--- config.mk ---
export PLATFORM = sky130hd
export DESIGN_NAME = dem_element_decoder
export DESIGN_NICKNAME = d
export VERILOG_FILES = /design/src/rtl/dem_element_decoder.sv
export SDC_FILE = /design/constraint.sdc
export NUM_CORES = 1
export LEC_CHECK = 0
export ABC_AREA = 1
export CAP_MARGIN = 0
export CORE_UTILIZATION = 45
export DETAILED_ROUTE_END_ITERATION = 6
export GPL_ROUTABILITY_DRIVEN = 1
export PLACE_DENSITY_LB_ADDON = 0.08
export SYNTH_ARGS = -nofsm -noshare
export SYNTH_HDL_FRONTEND = slang
export SYNTH_SLANG_ARGS = --single-unit
--- constraint.sdc ---
create_clock -name clk_i -period 33.2 [get_ports clk_i]
set_clock_uncertainty 0.2 [all_clocks]
set_input_delay 6.64 -clock clk_i [delete_from_list [all_inputs] [get_ports clk_i]]
set_output_delay 6.64 -clock clk_i [all_outputs]
set_load 0.05 [all_outputs]
--- src/rtl/dem_element_decoder.sv ---
// -----------------------------------------------------------------------------
// dem_element_decoder
//
// Purpose:
//   Monitors the unit-element enables coming out of a dynamic-element-matching
//   switching tree. Each sample's element vector is popcounted back into a code
//   and compared with the quantized value that produced it. Mismatched samples
//   are counted. Per-element usage is collected over fixed windows so that the
//   spread between the most and least used elements can be reported.
//
// Ports:
//   clk_i          - single clock, rising-edge triggered
//   reset_i        - asynchronous, active-high reset
//   valid_i        - elem_i / ref_value_i carry a sample this cycle
//   elem_i         - unit-element enables, bit k = element k on
//   ref_value_i    - quantized value aligned with elem_i
//   clear_stats_i  - synchronous clear of usage, window and error statistics
//   valid_o        - value_o / mismatch_o are fresh this cycle (2-cycle latency)
//   value_o        - popcount of the sample's elem_i
//   mismatch_o     - value_o differs from the sample's ref_value_i
//   err_count_o    - saturating count of mismatched samples
//   spread_o       - max minus min element usage of the last completed window
//   window_done_o  - one-cycle pulse when spread_o is updated
// -----------------------------------------------------------------------------
module dem_element_decoder #(
    parameter int NUM_ELEM = 16,
    parameter int WIDTH    = 5,
    parameter int WIN_LOG2 = 8
) (
    input  logic                clk_i,
    input  logic                reset_i,
    input  logic                valid_i,
    input  logic [NUM_ELEM-1:0] elem_i,
    input  logic [WIDTH-1:0]    ref_value_i,
    input  logic                clear_stats_i,
    output logic                valid_o,
    output logic [WIDTH-1:0]    value_o,
    output logic                mismatch_o,
    output logic [7:0]          err_count_o,
    output logic [WIN_LOG2:0]   spread_o,
    output logic                window_done_o
);

    localparam int CW = WIN_LOG2 + 1;
    localparam logic [CW-1:0] WIN_FULL = {1'b1, {WIN_LOG2{1'b0}}};

    typedef enum logic {
        ACCUM,
        REPORT
    } state_t;

    state_t state_q;
    state_t state_d;

    logic                s1_valid;
    logic [NUM_ELEM-1:0] s1_elem;
    logic [WIDTH-1:0]    s1_ref;
    logic [WIDTH-1:0]    s1_popcount;

    logic [CW-1:0] usage [NUM_ELEM];
    logic [CW-1:0] win_cnt;
    logic [CW-1:0] win_next;
    logic [CW-1:0] usage_max;
    logic [CW-1:0] usage_min;

    // First pipeline stage: capture the raw sample so both the decode path
    // and the statistics path work from the same registered copy.
    always_ff @(posedge clk_i or posedge reset_i) begin
        if (reset_i) begin
            s1_valid <= 1'b0;
            s1_elem  <= '0;
            s1_ref   <= '0;
        end else begin
            s1_valid <= valid_i;
            s1_elem  <= elem_i;
            s1_ref   <= ref_value_i;
        end
    end

    // Reconstruct the code by counting enabled elements. WIDTH is wide enough
    // to hold NUM_ELEM, so the all-ones vector does not wrap.
    always_comb begin
        s1_popcount = '0;
        for (int k = 0; k < NUM_ELEM; k++) begin
            s1_popcount = s1_popcount + WIDTH'(s1_elem[k]);
        end
    end

    // Second pipeline stage: register the decoded value and the comparison.
    // On bubbles only the valid flag moves, so value/mismatch hold.
    always_ff @(posedge clk_i or posedge reset_i) begin
        if (reset_i) begin
            valid_o    <= 1'b0;
            value_o    <= '0;
            mismatch_o <= 1'b0;
        end else begin
            valid_o <= s1_valid;
            if (s1_valid) begin
                value_o    <= s1_popcount;
                mismatch_o <= (s1_popcount != s1_ref);
            end
        end
    end

    // Error counter works off the registered outputs, so it lags valid_o by
    // one cycle. It sticks at 255 rather than wrapping.
    always_ff @(posedge clk_i or posedge reset_i) begin
        if (reset_i) begin
            err_count_o <= '0;
        end else if (clear_stats_i) begin
            err_count_o <= '0;
        end else if (valid_o && mismatch_o && (err_count_o != 8'hFF)) begin
            err_count_o <= err_count_o + 8'd1;
        end
    end

    // Window FSM state register.
    always_ff @(posedge clk_i or posedge reset_i) begin
        if (reset_i) begin
            state_q <= ACCUM;
        end else begin
            state_q <= state_d;
        end
    end

    // Next-state logic. The window closes on the same edge that counts its
    // last sample, so REPORT sees the complete usage totals.
    always_comb begin
        state_d  = state_q;
        win_next = win_cnt + CW'(s1_valid);
        case (state_q)
            ACCUM:   if (win_next == WIN_FULL) state_d = REPORT;
            REPORT:  state_d = ACCUM;
            default: state_d = ACCUM;
        endcase
        if (clear_stats_i) begin
            state_d = ACCUM;
        end
    end

    // Usage and window counters. In REPORT they restart from the sample that
    // is sitting in S1 that cycle, so nothing falls between windows.
    always_ff @(posedge clk_i or posedge reset_i) begin
        if (reset_i) begin
            win_cnt <= '0;
            for (int k = 0; k < NUM_ELEM; k++) begin
                usage[k] <= '0;
            end
        end else if (clear_stats_i) begin
            win_cnt <= '0;
            for (int k = 0; k < NUM_ELEM; k++) begin
                usage[k] <= '0;
            end
        end else if (state_q == REPORT) begin
            win_cnt <= CW'(s1_valid);
            for (int k = 0; k < NUM_ELEM; k++) begin
                usage[k] <= CW'(s1_valid & s1_elem[k]);
            end
        end else begin
            win_cnt <= win_next;
            for (int k = 0; k < NUM_ELEM; k++) begin
                usage[k] <= usage[k] + CW'(s1_valid & s1_elem[k]);
            end
        end
    end

    // Largest and smallest per-element usage over the current window.
    always_comb begin
        usage_max = usage[0];
        usage_min = usage[0];
        for (int k = 1; k < NUM_ELEM; k++) begin
            if (usage[k] > usage_max) usage_max = usage[k];
            if (usage[k] < usage_min) usage_min = usage[k];
        end
    end

    // Publish the spread at the end of each window. A clear landing in REPORT
    // abandons that window, so neither the pulse nor the update happens.
    always_ff @(posedge clk_i or posedge reset_i) begin
        if (reset_i) begin
            spread_o      <= '0;
            window_done_o <= 1'b0;
        end else begin
            window_done_o <= 1'b0;
            if ((state_q == REPORT) && !clear_stats_i) begin
                spread_o      <= usage_max - usage_min;
                window_done_o <= 1'b1;
            end
        end
    end

endmodule

# [Word level (Yosys, flattened, before mapping)]
# Cells that the tools add are included.
[classes] addsub=34 magnitude_cmp=30 eq_ne=3 n_mux=40 bitwise_logic=17 n_reduce_logical=5
[op_table] operator="144-bit 2-to-1 mux" n=2
[op_table] operator="9-bit 2-to-1 mux" n=32
[op_table] operator="9-bit by 1-bit adder with 9-bit output" n=17
[op_table] operator="9-bit greater-than comparator" n=15
[op_table] operator="9-bit < comparator" n=15
[op_table] operator="5-bit by 1-bit adder with 5-bit output" n=11
[op_table] operator="1-bit AND" n=16
[op_table] operator="8-bit 2-to-1 mux" n=2
[op_table] operator="9-bit == test, second input constant" n=1
[op_table] operator="9-bit subtractor" n=1
[op_table] operator="8-bit by 1-bit adder with 8-bit output, second input constant" n=1
[op_table] operator="8-bit != test, second input constant" n=1
[op_table] operator="4-bit by 1-bit adder with 5-bit output" n=1
[op_table] operator="5-bit != test" n=1
[op_table] operator="3-bit by 1-bit adder with 4-bit output" n=1
[op_table] operator="2-bit by 1-bit adder with 3-bit output" n=1
[op_table] operator="1-bit logical AND" n=3
[op_table] operator="1-bit 2-to-1 mux" n=3
[op_table] operator="1-bit by 1-bit adder with 2-bit output" n=1
[op_table] operator="1-bit case mux with 2 select lines" n=1
[op_table] operator="2-bit nonzero test" n=1
[op_table] operator="1-bit logical NOT" n=1
[op_table] operator="1-bit inverter" n=1
[totals] regBits=201

# [Depth between registers and ports, before layout]
# Gate-level depths: netlist (run 1).
[logic_depth] ltp_word=31 ltp_mapped=213 mapped_depth_nobuf=198

# [Worst setup path after synthesis (run 1)]
# Ideal clock, no wire load.
[synth_timing] path_type="flip-flop to flip-flop" from="register usage[139] in the netlist's numbering" to="register spread_o[8]" setup_time_ns=0.118 arrival_ns=23.467 setup_slack_ns=9.415 path_stages_with_launch=184 n_path_buf=16 period_less_slack_ns=23.785 cell_sequence="dfrtp_1 > inv_1 > ha_1 > nand2_1 > nor2_1 > nand3b_1 > nand3_2 > buf_2 > clkbuf_1 > nand2_1 > o21ai_0 > inv_1 > ha_1 > nand2_1 > nor2_1 > a211oi_1 > nand2_2 > nand2_2 > [148 not listed] > fa_1 > a21oi_1 > nor2_1 > nor2_1 > nor2_1 > nor2_1 > nor2_1 > nor2_1 > nor2_1 > nor2_1 > nor2_1 > nor2_1 > nand3b_1 > nand2_1 > inv_1 > nand3_1 > nand3_1 > nand2_1"
[synth_between] elab_chain_cells=31 elab_cells_between_ends=61 classes_between="1 x add/sub; 30 x order compare; 30 x mux"
[synth_lines] element="from (decl)" line_no="60" rtl="logic [CW-1:0] usage [NUM_ELEM];"
[synth_lines] element="from (signal, indexed assignment)" line_no="157" rtl="usage[k] <= CW'(s1_valid & s1_elem[k]);"
[synth_lines] element="from (signal, indexed assignment)" line_no="162" rtl="usage[k] <= usage[k] + CW'(s1_valid & s1_elem[k]);"
[synth_lines] element="9-bit greater-than comparator / 9-bit < comparator (equally long branches)" line_no="172, 173"
[synth_lines] element="9-bit 2-to-1 mux (on tied branches)" line_no="172, 173"
[synth_lines] element="9-bit greater-than comparator / 9-bit < comparator (equally long branches)" line_no="172, 173"
[synth_lines] element="9-bit 2-to-1 mux (on tied branches)" line_no="172, 173"
[synth_lines] element="9-bit greater-than comparator / 9-bit < comparator (equally long branches)" line_no="172, 173"
[synth_lines] element="9-bit 2-to-1 mux (on tied branches)" line_no="172, 173"
[synth_lines] element="9-bit greater-than comparator / 9-bit < comparator (equally long branches)" line_no="172, 173"
[synth_lines] element="9-bit 2-to-1 mux (on tied branches)" line_no="172, 173"
[synth_lines] element="[15 not listed]"
[synth_lines] element="9-bit 2-to-1 mux (on tied branches)" line_no="172, 173"
[synth_lines] element="9-bit greater-than comparator / 9-bit < comparator (equally long branches)" line_no="172, 173"
[synth_lines] element="9-bit 2-to-1 mux (on tied branches)" line_no="172, 173"
[synth_lines] element="9-bit greater-than comparator / 9-bit < comparator (equally long branches)" line_no="172, 173"
[synth_lines] element="9-bit 2-to-1 mux (on tied branches)" line_no="172, 173"
[synth_lines] element="9-bit greater-than comparator / 9-bit < comparator (equally long branches)" line_no="172, 173"
[synth_lines] element="9-bit 2-to-1 mux (on tied branches)" line_no="172, 173"
[synth_lines] element="9-bit subtractor (*)" line_no="186" rtl="spread_o <= usage_max - usage_min;"
[synth_lines] element="to (signal assigned)" line_no="186"
[synth_lines] element="to (decl)" line_no="40" rtl="output logic [WIN_LOG2:0] spread_o,"
# Mark *: on every way between the ends. The rest lies on a longest branch, timed or not.
# A chain may end at the register's enable or synchronous reset.

# [Worst setup path after layout (run 1)]
[layout_timing] from="register usage[132] in the netlist's numbering" to="register spread_o[8]"
# The elaborated chain is that of the path after synthesis.

==> results of run 1 <==
## cell families (layout without fill, tap and decap cells)
kind of cell	count (synthesis)	in the layout	synth area share, %
xor+xnor	32	32	1.57
fa+ha+maj	294	294	21.1
flops	201	201	28.2
compound gates	485	485	15.3
buf+inv	293	331	6.28
simple gates	1118	1118	27.5
## area by class of cell
cell class | instances | area share (%)
Tap cell | 518 | 3.30
Timing Repair Buffer | 56 | 2.75
Inverter | 237 | 4.57
Clock buffer | 31 | 3.56
Clock inverter | 7 | 0.619
Multi-Input combinational cell | 1929 | 59.6
Sequential cell | 201 | 25.6
## stage by stage
step / area, um2 / std cells / utilization [%] / hold slack, ns
floorplan: 17800 / 2423 / - / 0.232
global placement: 18800 / 2940 / 48.4 / 0.265
detailed placement: 18800 / 2940 / 48.4 / 0.263
CTS: 19600 / 2978 / 50.5 / 0.280
global route: 19600 / 2979 / 50.5 / 0.318
finish: 19600 / 2979 / 50.5 / 0.277
## registers in the layout (all words and copies together) (netlist names), 5 cells and up
signal,cells
err_count_o,8
usage,144
s1_ref,5
spread_o,9
win_cnt,9
s1_elem,16
value_o,5
## worst paths after layout
kind                       slack [ns]           to        from
max in group asynchronous       24.46      valid_o     reset_i
setup reg to reg                 3.88  spread_o[8]  usage[132]
setup / recovery                 3.88  spread_o[8]  usage[132]
min in group asynchronous        6.41    usage[94]     reset_i
hold / removal                   0.28   value_o[1]  value_o[1]
hold reg to reg                  0.28   value_o[1]  value_o[1]
## metal layers
layer	vias up	global-route usage, %	share of wire [%]
li1	8319	-	-
met1	7484	33.2	49
met2	259	40.8	45
met3	70	2.66	3.3
met4	2	6.49	2.6
met5	-	0	0.027
## worst min-delay path, cell delays in order, from the launching register on
cell and delay (ns):
sky130_fd_sc_hd__dfrtp_1 0.34, sky130_fd_sc_hd__nand2_1 0.05, sky130_fd_sc_hd__nand2_1 0.05
## cell usage in the layout (no fill, tap or decap), types with 5 or more instances in the layout
cell	count
sky130_fd_sc_hd__nand2_1	580
sky130_fd_sc_hd__ha_1	283
sky130_fd_sc_hd__o21ai_0	258
sky130_fd_sc_hd__inv_1	229
sky130_fd_sc_hd__nor2_1	206
sky130_fd_sc_hd__dfrtp_1	201
sky130_fd_sc_hd__nand3_1	125
sky130_fd_sc_hd__a21oi_1	117
sky130_fd_sc_hd__nor3_1	56
sky130_fd_sc_hd__nor3b_1	55
sky130_fd_sc_hd__clkdlybuf4s50_1	49
sky130_fd_sc_hd__a211oi_1	41
sky130_fd_sc_hd__nand4_1	39
sky130_fd_sc_hd__nand2_2	35
sky130_fd_sc_hd__xor2_1	28
sky130_fd_sc_hd__clkbuf_16	26
sky130_fd_sc_hd__o21ai_1	18
sky130_fd_sc_hd__o21ai_2	14
sky130_fd_sc_hd__fa_1	11
sky130_fd_sc_hd__o221a_2	9
sky130_fd_sc_hd__nand3b_1	8
sky130_fd_sc_hd__inv_2	6
sky130_fd_sc_hd__o21a_1	6
sky130_fd_sc_hd__buf_4	6
sky130_fd_sc_hd__o31ai_1	5
==> metrics.log, run 1 <==
INFO  metric run_status = finished clean
INFO  metric via_count = 16134
INFO  metric path_buf_inv = 7
INFO  metric worst_path_dominant_cell_family = compound AO/OA/AOI/OAI gates
INFO  metric post_cts_resized = 0
INFO  metric synth.top_cells.by_count = sky130_fd_sc_hd__nand2_1, sky130_fd_sc_hd__ha_1, sky130_fd_sc_hd__o21ai_0, sky130_fd_sc_hd__inv_1, sky130_fd_sc_hd__nor2_1
INFO  metric critical-path-slowest-cell = sky130_fd_sc_hd__o31ai_1
INFO  metric max_freq = 0.0341 GHz
INFO  metric gr-total-overflow = 0
INFO  metric tritoncts_num_sinks = 201
INFO  metric cap_violations = 0
INFO  metric areaGrowthSynthToFinish = 10.1%
INFO  metric crit_arrival = 29.57 ns
INFO  metric post_cts_hold_buffer_count = 0
INFO  metric grt_setup_unrepaired = no
INFO  metric syn_area = 0.0178 mm2
INFO  metric synth_nets = 2742
INFO  metric number_of_global_route_vias_before_repair = 15417
INFO  metric pin_count = 50
INFO  metric yosys_warnings = 0
INFO  metric critical_path.endpoint_type = flip-flop
INFO  metric coreArea = 0.0388 mm2
INFO  metric die_x = 201 um
INFO  metric cpMostUsedCell = sky130_fd_sc_hd__nand2_1
INFO  metric synthesis_stage_register_bit_count = 201
INFO  metric timing.hold.worst.class = flip-flop to flip-flop
INFO  metric layout.area.seq = 0.00503 mm2
INFO  metric floorplan.rows = 72
INFO  metric syn_avg_cell_area = 7.35 um2
INFO  metric critical_path.max_stage_delay = 1.06 ns
INFO  metric cts.clk_slew.worst_paths = approximately 0.050 ns
INFO  metric tightest_slew = 1.27 ns
INFO  metric buffer_ports.inserted = 49
INFO  metric synth_cells = 2423
INFO  metric finalWirelength = around 49000 um
INFO  metric die-height = 201 um
INFO  metric final_layout_size_suffix_gt1_share = 4.84%
INFO  metric drtIter0Drc = 1004
INFO  metric netlist_top_cells_area = sky130_fd_sc_hd__dfrtp_1, sky130_fd_sc_hd__ha_1, sky130_fd_sc_hd__nand2_1
INFO  metric final.period_utilization = between 80 and 90%
INFO  metric yosys.cell_count.top_type = sky130_fd_sc_hd__nand2_1
INFO  metric cts_setup_buffers = 0
INFO  metric critical_path_depth_in_cells = between 100 and 150
INFO  metric yosysUniqueCellTypes = 46
INFO  metric cts_max_path_buffers = 3
INFO  metric final-hold-violation-count = 0
INFO  metric fillCellCount = about 3800
INFO  metric setup_viol = 0
INFO  metric initial_utilization = 45.9%
INFO  metric synth_seq_area_share = 28.2%
INFO  metric crit_fanout = 22
INFO  metric cts_inserted_buffers = 26
INFO  metric setup_slack = 3.88 ns
INFO  metric synth_top_flop_cell = sky130_fd_sc_hd__dfrtp_1
INFO  metric timing.final.max_slew_violations = 0
INFO  metric totalNegativeSetupSlack = 0 ns
INFO  metric place_ws = 4.25 ns
INFO  metric multi_input_area = ~0.012 mm2
INFO  metric critical_path_required = 33.45 ns
INFO  metric synth_largest_type_area_fraction = 28.2%
INFO  metric cp_class = flip-flop to flip-flop
INFO  metric remaining_drc_errors = 0
INFO  metric ant_nets = 0
INFO  metric die-area = 0.0404 mm2
INFO  metric n_antenna_cell = 0
INFO  metric async_reset_ff_share = 100%
INFO  metric wire_length_of_the_first_global_routing_pass = about 80000 um
INFO  metric cts_root_buffer = sky130_fd_sc_hd__clkbuf_16
INFO  metric tritoncts_clock_tree = done
INFO  metric average_wire_length_per_cell_after_detail_routing = 16.3 um
INFO  metric dp_hpwl = 37500 um
INFO  metric final_net_count = 2770
INFO  metric overall_track_demand_over_capacity_in_global_routing = around a quarter
INFO  metric reg2reg_depth = 136
INFO  metric setup.worst_path.start_class = flip-flop
INFO  metric antenna_found_initial = 1
INFO  metric period_needed = 29.32 ns
INFO  metric netlist.top_cell.by_area = sky130_fd_sc_hd__dfrtp_1
INFO  metric slew_headroom = 14.9%
INFO  metric vias_per_cell = roughly 5.4
INFO  metric clock_latency_on_the_worst_skew_pair = 0.56 ns
INFO  metric drt_pass1_iterations = 5
INFO  metric place.gp.congestion = between 0.9 and 1
INFO  metric grt_max_degree = 92
INFO  metric cts_htree_levels = 1
INFO  metric worst_hold_path.num_cells = 2
INFO  metric synth-edff-count = 0
Power of run 1 is left out: the tool's default activity adds up to more than one toggle a clock period on the data nets, which glitch-free logic cannot reach.
==> inputs of run 2 (changes only) <==
- TNS_END_PERCENT: unset -> 50
==> results of run 2 <==
Final layout, timing and power as in run 1 (identical DEF).
Power of run 2 is left out for the same reason.
==> inputs of run 3 (changes only) <==
- ABC_CLOCK_PERIOD_IN_PS: unset -> 33200
- CORE_UTILIZATION: 45 -> 40
==> run 3 against run 2 <==
First-iteration DRC count decreased by 7.4%. Maximum frequency increased by 0.41%. Wire length rose by 2.6%. Cell count rose by 2.6%. Worst hold slack gained 0.0092 ns. Core utilization down 5.2 points. Non-clock buffer count grew 1.
==> metrics.log, run 3 (synthesized netlist as in run 1, its figures left out) <==
INFO  metric run_status = finished clean (unchanged)
INFO  metric critical_path.max_stage_delay = 1.07 ns (was 1.06 ns)
INFO  metric layout.cells.most_common = sky130_fd_sc_hd__nand2_1 (unchanged)
INFO  metric die-height = 213 um (was 201 um)
INFO  metric timing.final.max_slew_violations = 0 (unchanged)
INFO  metric mostFrequentLayoutCells = sky130_fd_sc_hd__nand2_1, sky130_fd_sc_hd__ha_1, sky130_fd_sc_hd__o21ai_0, sky130_fd_sc_hd__inv_1, sky130_fd_sc_hd__nor2_1 (unchanged)
INFO  metric tightest_slew = 1.28 ns (was 1.27 ns)
INFO  metric tritoncts_clock_tree = done (unchanged)
INFO  metric registers.top_by_ff_count = usage (unchanged)
INFO  metric average_wire_length_per_cell_after_detail_routing = 16.3 um (about the same)
INFO  metric coreArea = 0.0436 mm2 (was 0.0388 mm2)
INFO  metric final_net_count = 2771 (was 2770)
INFO  metric setup.worst_path.start_class = flip-flop (unchanged)
INFO  metric cpMostUsedCell = sky130_fd_sc_hd__nand2_1 (unchanged)
INFO  metric ant_nets = 0 (unchanged)
INFO  metric finalWirelength = 49900 um (was 48700 um)
INFO  metric buffer_ports.inserted = 49 (unchanged)
INFO  metric cp_class = flip-flop to flip-flop (unchanged)
INFO  metric tritoncts_num_sinks = 201 (unchanged)
INFO  metric totalNegativeSetupSlack = 0 ns (unchanged)
INFO  metric antenna_found_initial = 1 (unchanged)
INFO  metric finish.instance_area = 0.0198 mm2 (was 0.0196 mm2)
INFO  metric cts_max_path_buffers = 3 (unchanged)
INFO  metric place_ws = 4.44 ns (was 4.25 ns)
INFO  metric final_layout_size_suffix_gt1_share = 5.10% (was 4.84%)
INFO  metric grt_max_degree = 135 (was 92)
INFO  metric via_count = 16075 (was 16134)
INFO  metric n_antenna_cell = 0 (unchanged)
INFO  metric cts_inserted_buffers = 26 (unchanged)
INFO  metric placement.cell_area = 0.0189 mm2 (was 0.0188 mm2)
INFO  metric number_of_global_route_vias_before_repair = 15600 (was 15417)
INFO  metric setup_slack = 4.00 ns (was 3.88 ns)
INFO  metric critical_path.endpoint_type = flip-flop (unchanged)
INFO  metric final-hold-violation-count = 0 (unchanged)
INFO  metric drtIter0Drc = 930 (was 1004)
INFO  metric largest_regs = usage: 144 flops, s1_elem: 16 flops (unchanged)
INFO  metric setup_viol = 0 (unchanged)
INFO  metric cts_htree_levels = 1 (unchanged)
INFO  metric crit_arrival = 29.44 ns (was 29.57 ns)
INFO  metric initial_utilization = 40.9% (was 45.9%)
INFO  metric die-area = 0.0454 mm2 (was 0.0404 mm2)
INFO  metric cap_violations = 0 (unchanged)
INFO  metric timing.hold.worst.class = flip-flop to flip-flop (unchanged)
INFO  metric areaGrowthSynthToFinish = 10.9% (was 10.1%)
INFO  metric cts_root_buffer = sky130_fd_sc_hd__clkbuf_16 (unchanged)
INFO  metric cts_setup_buffers = 0 (unchanged)
INFO  metric drt_pass1_iterations = 7 (was 5)
INFO  metric clock_latency_on_the_worst_skew_pair = 0.56 ns (about the same)
INFO  metric cts.clk_slew.worst_paths = 0.06 ns (was 0.05 ns)
INFO  metric slew_headroom = 14.1% (was 14.9%)
INFO  metric gr-total-overflow = 0 (unchanged)
INFO  metric remaining_drc_errors = 0 (unchanged)
INFO  metric largest_reg_flops = 144 (unchanged)
INFO  metric wire_length_of_the_first_global_routing_pass = 82300 um (was 80400 um)
INFO  metric vias_per_cell = 5.26 (was 5.42)
INFO  metric floorplan.rows = 76 (was 72)
INFO  metric critical-path-slowest-cell = sky130_fd_sc_hd__o31ai_1 (unchanged)
INFO  metric grt_setup_unrepaired = no (unchanged)
INFO  metric place.gp.congestion = 0.881 (was 0.929)
INFO  metric crit_fanout = 22 (unchanged)
INFO  metric pin_count = 50 (unchanged)
INFO  metric period_needed = 29.20 ns (was 29.32 ns)
INFO  metric max_freq = 0.0343 GHz (was 0.0341 GHz)
INFO  metric critical_path_required = 33.45 ns (about the same)
INFO  metric die_x = 213 um (was 201 um)
INFO  metric post_cts_resized = 0 (unchanged)
INFO  metric overall_track_demand_over_capacity_in_global_routing = 22.7% (was 24.4%)
INFO  metric post_cts_hold_buffer_count = 0 (unchanged)
INFO  metric final.period_utilization = 87.9% (was 88.3%)
INFO  metric dp_hpwl = 38700 um (was 37500 um)
## run 3: layout make-up
class	instances	area (um2)
clock buffer	39	791
multi-input combinational	1929	11700
clock inverter	8	75.1
sequential	201	5030
timing repair buffer	57	551
fill	4506	23800
tap	585	732
inverter	237	897
## run 3: per-layer routing
metal	vias to the layer above	wire length [um]	GRT usage [%]
li1	8323	-	-
met1	7421	24000	31.2
met2	267	22700	37.8
met3	64	1950	2.68
met4	0	1180	5.43
met5	-	0	0
## run 3: critical path: cells and delay by family, from the launching register on
family	cells	cell delay, ns
AOI/OAI and AO/OA	39	14.54
DFF	1	0.37
buffers and inverters	8	1.15
adders and majority gates	17	5.61
and+or+nand+nor	73	7.14
## run 3: worst paths after layout
| check | to | startpoint | cells past startpoint | slack (ns) |
|---|---|---|---|---|
| max in group asynchronous | usage[22] | reset_i | 3 | 24.71 |
| hold / removal | spread_o[2] | spread_o[2] | 2 | 0.29 |
| hold reg to reg | spread_o[2] | spread_o[2] | 2 | 0.29 |
| min in group asynchronous | usage[95] | reset_i | 2 | 6.48 |
| setup / recovery | spread_o[8] | usage[142] | 137 | 4.00 |
| setup reg to reg | spread_o[8] | usage[142] | 137 | 4.00 |
## run 3: stage by stage
stage,cells,hold slack [ns],util (%)
after floorplan,2423,0.232,-
after detailed placement,3009,0.266,43.4
after global placement,3009,0.268,43.4
final,3056,0.286,45.4
after CTS,3056,0.288,45.4
after global routing,3056,0.302,45.4
Power of run 3 is left out for the same reason.
